### config.mk
export PLATFORM = sky130hd
export DESIGN_NAME = mdu_iter
export DESIGN_NICKNAME = d
export VERILOG_FILES = /design/src/rtl/mdu_iter.sv
export SDC_FILE = /design/constraint.sdc
export NUM_CORES = 1
export LEC_CHECK = 0
export CAP_MARGIN = 20
export CORE_ASPECT_RATIO = 1.2
export CORE_MARGIN = 2
export CORE_UTILIZATION = 59
export CTS_BUF_LIST = sky130_fd_sc_hd__clkbuf_4
export DETAILED_ROUTE_END_ITERATION = 10
export GPL_TIMING_DRIVEN = 0
export PLACE_DENSITY = 0.83
export RECOVER_POWER = 50
export SYNTH_ARGS = -nofsm -noshare
export SYNTH_HDL_FRONTEND = slang
export SYNTH_SLANG_ARGS = --single-unit
### constraint.sdc
create_clock -name clk -period 3.92 [get_ports clk]
set_input_delay 0.784 -clock clk [delete_from_list [all_inputs] [get_ports clk]]
set_output_delay 0.784 -clock clk [all_outputs]
set_load 0.02 [all_outputs]
### src/rtl/mdu_iter.sv
// Iterative multiply/divide unit with HI/LO registers: shift-add multiply and
// restoring divide, one bit per cycle, with a final sign-correction cycle.
module mdu_iter #(
  parameter int WIDTH = 32,
  parameter int CW    = $clog2(WIDTH)
) (
  input  logic             clk,
  input  logic             reset,
  input  logic             start,
  input  logic [5:0]       funct,
  input  logic [WIDTH-1:0] a,
  input  logic [WIDTH-1:0] b,
  output logic             busy,
  output logic             done,
  output logic [WIDTH-1:0] hi,
  output logic [WIDTH-1:0] lo,
  output logic [WIDTH-1:0] result
);

  localparam logic [5:0] F_MFHI = 6'b010000;
  localparam logic [5:0] F_MTHI = 6'b010001;
  localparam logic [5:0] F_MFLO = 6'b010010;
  localparam logic [5:0] F_MTLO = 6'b010011;

  typedef enum logic [1:0] {S_IDLE, S_CALC, S_FIX} state_t;

  state_t             r_state, w_state_next;
  logic [CW-1:0]      r_cnt;
  logic [2*WIDTH-1:0] r_acc;
  logic [WIDTH-1:0]   r_opnd;
  logic               r_is_div, r_sign_q, r_sign_r, r_dz, r_done;
  logic [WIDTH-1:0]   r_hi, r_lo;

  // MULT/MULTU/DIV/DIVU share the 0110xx prefix; bit0 selects unsigned, bit1 divide.
  logic             w_iter, w_signed, w_div;
  logic             w_neg_a, w_neg_b;
  logic [WIDTH-1:0] w_mag_a, w_mag_b;

  assign w_iter   = (funct[5:2] == 4'b0110);
  assign w_signed = ~funct[0];
  assign w_div    = funct[1];
  assign w_neg_a  = w_signed & a[WIDTH-1];
  assign w_neg_b  = w_signed & b[WIDTH-1];
  assign w_mag_a  = w_neg_a ? -a : a;
  assign w_mag_b  = w_neg_b ? -b : b;

  logic [WIDTH:0]     w_mul_sum;
  logic [2*WIDTH-1:0] w_mul_acc;
  logic [WIDTH:0]     w_trial;
  logic               w_qbit;
  logic [WIDTH-1:0]   w_rem;
  logic [2*WIDTH-1:0] w_div_acc;

  assign w_mul_sum = {1'b0, r_acc[2*WIDTH-1:WIDTH]} + (r_acc[0] ? {1'b0, r_opnd} : '0);
  assign w_mul_acc = {w_mul_sum, r_acc[WIDTH-1:1]};

  // Trial subtract of the shifted partial remainder; no borrow means quotient bit 1.
  assign w_trial   = r_acc[2*WIDTH-1:WIDTH-1] - {1'b0, r_opnd};
  assign w_qbit    = ~w_trial[WIDTH];
  assign w_rem     = w_qbit ? w_trial[WIDTH-1:0] : r_acc[2*WIDTH-2:WIDTH-1];
  assign w_div_acc = {w_rem, r_acc[WIDTH-2:0], w_qbit};

  logic [2*WIDTH-1:0] w_prod;
  logic [WIDTH-1:0]   w_quot, w_remf;

  assign w_prod = r_sign_q ? -r_acc : r_acc;
  assign w_quot = r_dz ? '1 : (r_sign_q ? -r_acc[WIDTH-1:0] : r_acc[WIDTH-1:0]);
  assign w_remf = r_sign_r ? -r_acc[2*WIDTH-1:WIDTH] : r_acc[2*WIDTH-1:WIDTH];

  always_comb begin
    w_state_next = r_state;
    case (r_state)
      S_IDLE:  if (start && w_iter) w_state_next = S_CALC;
      S_CALC:  if (r_cnt == '0) w_state_next = S_FIX;
      S_FIX:   w_state_next = S_IDLE;
      default: w_state_next = S_IDLE;
    endcase
  end

  always_ff @(posedge clk or negedge reset) begin
    if (!reset) begin
      r_state <= S_IDLE;
    end else begin
      r_state <= w_state_next;
    end
  end

  always_ff @(posedge clk or negedge reset) begin
    if (!reset) begin
      r_cnt    <= '0;
      r_acc    <= '0;
      r_opnd   <= '0;
      r_is_div <= 1'b0;
      r_sign_q <= 1'b0;
      r_sign_r <= 1'b0;
      r_dz     <= 1'b0;
      r_hi     <= '0;
      r_lo     <= '0;
      r_done   <= 1'b0;
    end else begin
      r_done <= (r_state == S_FIX);
      case (r_state)
        S_IDLE: begin
          if (start && w_iter) begin
            r_cnt    <= CW'(WIDTH - 1);
            r_is_div <= w_div;
            r_sign_q <= w_neg_a ^ w_neg_b;
            r_sign_r <= w_neg_a;
            r_dz     <= w_div && (b == '0);
            r_opnd   <= w_div ? w_mag_b : w_mag_a;
            r_acc    <= {{WIDTH{1'b0}}, (w_div ? w_mag_a : w_mag_b)};
          end else if (start && funct == F_MTHI) begin
            r_hi <= a;
          end else if (start && funct == F_MTLO) begin
            r_lo <= a;
          end
        end
        S_CALC: begin
          r_acc <= r_is_div ? w_div_acc : w_mul_acc;
          r_cnt <= r_cnt - CW'(1);
        end
        S_FIX: begin
          if (r_is_div) begin
            r_hi <= w_remf;
            r_lo <= w_quot;
          end else begin
            {r_hi, r_lo} <= w_prod;
          end
        end
        default: ;
      endcase
    end
  end

  always_comb begin
    result = '0;
    if (funct == F_MFHI)      result = r_hi;
    else if (funct == F_MFLO) result = r_lo;
  end

  assign busy = (r_state != S_IDLE);
  assign done = r_done;
  assign hi   = r_hi;
  assign lo   = r_lo;

endmodule
# Yosys cells after proc, flatten, opt, wreduce, memory -nomap -nowiden
# Cells that the tools add are included.
# op_classes
n_shift	0
add_sub_neg	8
n_mux	29
eq_ne	13
reduce_logical	15
div_mod_pow	0
bitwise_logic	5
n_lt_le_gt_ge	0
n_mul	0
# op_table
op	count
32-bit 2-to-1 mux	18
64-bit 2-to-1 mux	3
32-bit negation	4
32-bit case mux with 2 select lines	2
64-bit case mux with 2 select lines	1
64-bit negation	1
32-bit by 32-bit adder with 33-bit output	1
33-bit by 32-bit subtractor with 33-bit output	1
32-bit zero test	1
6-bit by 5-bit == test with 1-bit output, second input constant	4
2-bit inequality test, second input constant	6
5-bit case mux with 2 select lines	1
2-bit AND reduction	3
2-bit nonzero test	3
5-bit zero test	1
5-bit 2-to-1 mux	1
5-bit by 1-bit subtractor with 5-bit output, second input constant	1
4-bit by 3-bit == test with 1-bit output, second input constant	1
1-bit logical AND	4
2-bit 2-to-1 mux	2
2-bit case mux with 2 select lines	1
4-bit AND reduction	1
3-bit AND reduction	1
1-bit AND	2
5 further kinds	6
# totals
memories	0
output_inout_bits	98
latch_bits	0
ram_bits	0
inputBits	73
ff_bits	172
rom_bits	0

# Logic depth before layout (Yosys ltp)
# depth
ltp_word	6
depth_mapped	13

# Worst setup path before layout
# Ideal clock, no wire load.
# synth_timing
path_kind	reg-to-reg
from	register r_acc[0]
to	register r_acc[61]
stages_incl_launch_ff	14
setup_ns	0.153
slack_ns	0.776
arrival_ns	2.991
synth_period_minus_slack_ns	3.144
required_time_ns	3.767
path_cell_list	dfrtp_1 > inv_1 > clkbuf_1 > nor2_1 > ha_1 > a21o_1 > a211o_1 > o2111ai_1 > nand2_1 > o21ai_0 > a211oi_1 > o41ai_1 > mux2i_1 > a32oi_1
# synth_between
elab_chain_cells	4
# synth_lines
item	line_no	rtl
start: declaration	29	logic [2*WIDTH-1:0] r_acc;
start signal: assignment	111	r_acc <= {{WIDTH{1'b0}}, (w_div ? w_mag_a : w_mag_b)};
start signal: assignment	119	r_acc <= r_is_div ? w_div_acc : w_mul_acc;
32-bit 2-to-1 mux	54	assign w_mul_sum = {1'b0, r_acc[2*WIDTH-1:WIDTH]} + (r_acc[0] ? {1'b0, r_opnd} : '0);
32-bit by 32-bit adder with 33-bit output	54	
64-bit 2-to-1 mux	119	
64-bit case mux with 2 select lines	102	case (r_state)
# No other way between the ends.
# A chain may end at the register's enable or synchronous reset.

# Worst setup path in the final report
# layout_timing
from	register r_acc[0]
to	register r_hi[10], in the netlist hi[10]
# layout_between
elab_chain_cells	4
# layout_lines
item	line_no	rtl
64-bit negation	66	assign w_prod = r_sign_q ? -r_acc : r_acc;
64-bit 2-to-1 mux	66	
32-bit 2-to-1 mux	123	if (r_is_div) begin
32-bit case mux with 2 select lines	102	
end signal: assignment	124	r_hi <= w_remf;
end signal: assignment	127	{r_hi, r_lo} <= w_prod;
end: declaration	32	logic [WIDTH-1:0] r_hi, r_lo;
# No other way between the ends.

==> results.ini <==
[status]
status = complete, but fails checks
violations = capacitance limit, slew limit

[global_route]
antenna_found_initial = 2
grt_pass1_vias = 16490
grt_first_pass_wirelength_um = 93500
grt_max_degree = 100
grt_usage_pct = 45.5
overflow = 0

[clock_tree]
cts-root-buf = clkbuf_4
cts_buffers = 17
clkTransAtPathRegs_ns = 0.16
cts_setup_buffers = 0
cts_max_path_buffers = 2
hold_buffers = 0
cts_tree = built
numClockSinks = 172
clk_latency_ns = 0.64
h-tree-depth = 4

[routing]
drt_iter0_drc = 1761
avgRoutedWirePerCell_um = 25.3
drtPass1Iterations = 7
via_per_inst = 6.88
ant_nets = 0
route.detailed.drc = 0
via_count = 17040
drt-total-wl_um = 62700

[sta]
setup_tns_ns = 0
worst_slew_margin_rel_pct = -31.2
hold_viol_final = 0
finalWorstSetupSlack_ns = 0.0362
setup_violations = 0
max_freq_ghz = 0.257
tightestPinTransition_ns = 1.97
clock-skew-final_ns = 0.0282
period_needed_ns = 3.88
maxSlewViolCount = 75
post-route-period-util_pct = 99.1

[placement]
post-dp-hpwl_um = 49600
port_buffers = 169
place_ws_ns = -0.403
gp_routability_congestion = 1.04

[final_layout]
nNetsFinal = 2277
syn2layout_area_growth_pct = 16.1
layout-drive-gt1-share_pct = 4.06

[power_and_ir_drop]
p_sw_mw = 6.36
power.leakage_nw = 7.20
pwr-share-seq_pct = 26.4
p_per_area_nw_per_um2 = 678
pwr-share-clk_pct = 8.9
vdd_drop_max_uv = 574
power_mw = 12.0
switching_share_pct = 53.1
comb_power_share_pct = 64.7
internal_power_mw = 5.62

[setup_path]
arrival_ns = 4.38
setup.worst_path.start_class = flop
path_class = reg2reg
reg2reg_slack_ns = 0.04
worstPathRequired_ns = 4.42
endpoint_kind = flop
path_max_fanout = 10

[synth]
ys_seq_elements = 172
syn-cell-area_sq_um = 15200
avgSynthCellArea_sq_um = 7.83
synth_edf_count = 0
synth_top_flop_cell = dfrtp_1
ys_types = 73
synth.net_count = 2088
yosysSeqAreaShare_pct = 28.3
ys_warn_count = 0
async_flop_share_pct = 100
synthCells = 1943

[worst_hold_path]
hold_path_class = reg2reg

[die]
die_x_um = 151
die_area_sq_um = 27100
initial_core_util_pct = 59.8
die_y_um = 180
ios = 171
rows = 64
design.core.area_sq_um = 25500

[flow_run]
drv_cap = 1

[final cells by class]
class | count | area (sq um)
clock inverter | 15 | 140
antenna | 3 | 7.51
inverter | 63 | 236
sequential | 172 | 4310
fill | 2152 | 7790
tap | 330 | 413
timing repair buffer | 170 | 1690
buffer | 117 | 467
multi-input combinational | 1591 | 10300
clock buffer | 17 | 128
[repair_timing]
| action | 4_1_cts | 5_1_grt |
|---|---|---|
| setup endpoints to repair | 51 | 38 |
| gates resized for setup | 13 | 19 |
| pin swaps | 0 | 0 |
[metal layers]
layer	GRT usage, %	vias up	share of wire, %
li1	-	7469	-
met1	52.0	7963	34
met2	72.3	1225	45
met3	10.5	383	10
met4	36.5	0	10
met5	0	-	0
[power by group through the flow]
| stage | Combinational [mW] | Sequential (mW) | Clock [mW] |
|---|---|---|---|
| global placement | 7.33 | 3.11 | 0 |
| global route | 8.37 | 3.17 | 1.12 |
| CTS | 7.55 | 3.09 | 1.05 |
| floorplan | 5.33 | 2.83 | 0 |
| detailed placement | 7.48 | 3.13 | 0 |
| finish | 7.76 | 3.16 | 1.07 |
[worst paths after layout]
kind,endpoint,from,depth (start not counted)
max,hi[10]$_DFFE_PN0P_,r_acc[0]$_DFFE_PN0P_,11
max reg2reg,hi[10]$_DFFE_PN0P_,r_acc[0]$_DFFE_PN0P_,11
min reg2reg,lo[13]$_DFFE_PN0P_,lo[13]$_DFFE_PN0P_,2
max in group asynchronous,r_acc[0]$_DFFE_PN0P_,reset,2
min in group asynchronous,lo[9]$_DFFE_PN0P_,reset,1
min,lo[13]$_DFFE_PN0P_,lo[13]$_DFFE_PN0P_,2
[flip-flops by register name, indices dropped and copies added, names as in the netlist]
name      count
r_is_div      1
hi           32
r_dz          1
r_sign_q      1
done          1
lo           32
r_sign_r      1
r_opnd       32
r_acc        64
r_state       2
r_cnt         5
[critical path: stages (launching register included)]
cell and delay [ns]:
dfrtp_2 0.53, inv_1 0.18, buf_1 0.58, ha_1 0.27, nand2b_1 0.08, or3_1 0.42, nor4_4 0.27, nand2_1 0.25
nand2_1 0.41, a31oi_1 0.17, xnor2_1 0.40, a211oi_1 0.16
[cell usage after synthesis (all sizes together), types with 23 or more instances]
master,count,area [sq um]
o21ai,199,996
nand2,187,702
nor2,176,661
dfrtp,172,4300
a21oi,164,825
xnor2,118,1030
clkbuf,99,374
mux2i,84,841
ha,70,876
inv,62,233
xor2,53,464
a211oi,51,383
nor3,43,220
o22ai,38,238
nand2b,29,181
a31oi,28,175
o211ai,27,203
a21o,26,195
nand3,26,130
o31ai,24,180
or3,23,144
[metrics by stage]
stage	cell area, sq um	util (%)	std cells	hold WS [ns]
2_1_floorplan	15200	-	1943	0.450
3_3_place_gp	17300	68.0	2442	0.469
3_5_place_dp	17400	68.2	2443	0.475
4_1_cts	17700	69.3	2475	0.131
5_1_grt	17700	69.4	2476	0.550
6_report	17700	69.4	2478	0.520
[cells by family (layout without fill, tap and decap cells)]
group	Yosys count	in the layout	share of synthesized area [%]
compound gates	657	657	26.6
simple gates	600	600	18.7
buf+inv	180	382	4.47
flops	172	172	28.3
xor+xnor	171	171	9.84
mux	91	91	6.04
fa+ha+maj	72	72	6.02
other cells	0	3	0
[layout by cell type, fill, tap and decap left out, types with 12 or more instances in the layout]
cell type          n
dlygate4sd3_1     43
and3_1            21
nor2_1           176
a22oi_1           22
a21o_1            26
nor4_1            15
dfrtp_1          170
clkbuf_4          18
xor2_1            53
o211ai_1          27
mux2i_1           84
nand3_1           26
ha_1              70
nand2_1          187
a21oi_1          162
clkdlybuf4s50_1  125
inv_1             62
or3_1             23
a211oi_1          50
nor3_1            42
nand2b_1          28
clkbuf_1          90
o21ai_0          187
xnor2_1          117
a31oi_1           28
buf_1             12
o31ai_1           24
and2_1            16
o22ai_1           38
(Power assumes the default switching activity.)
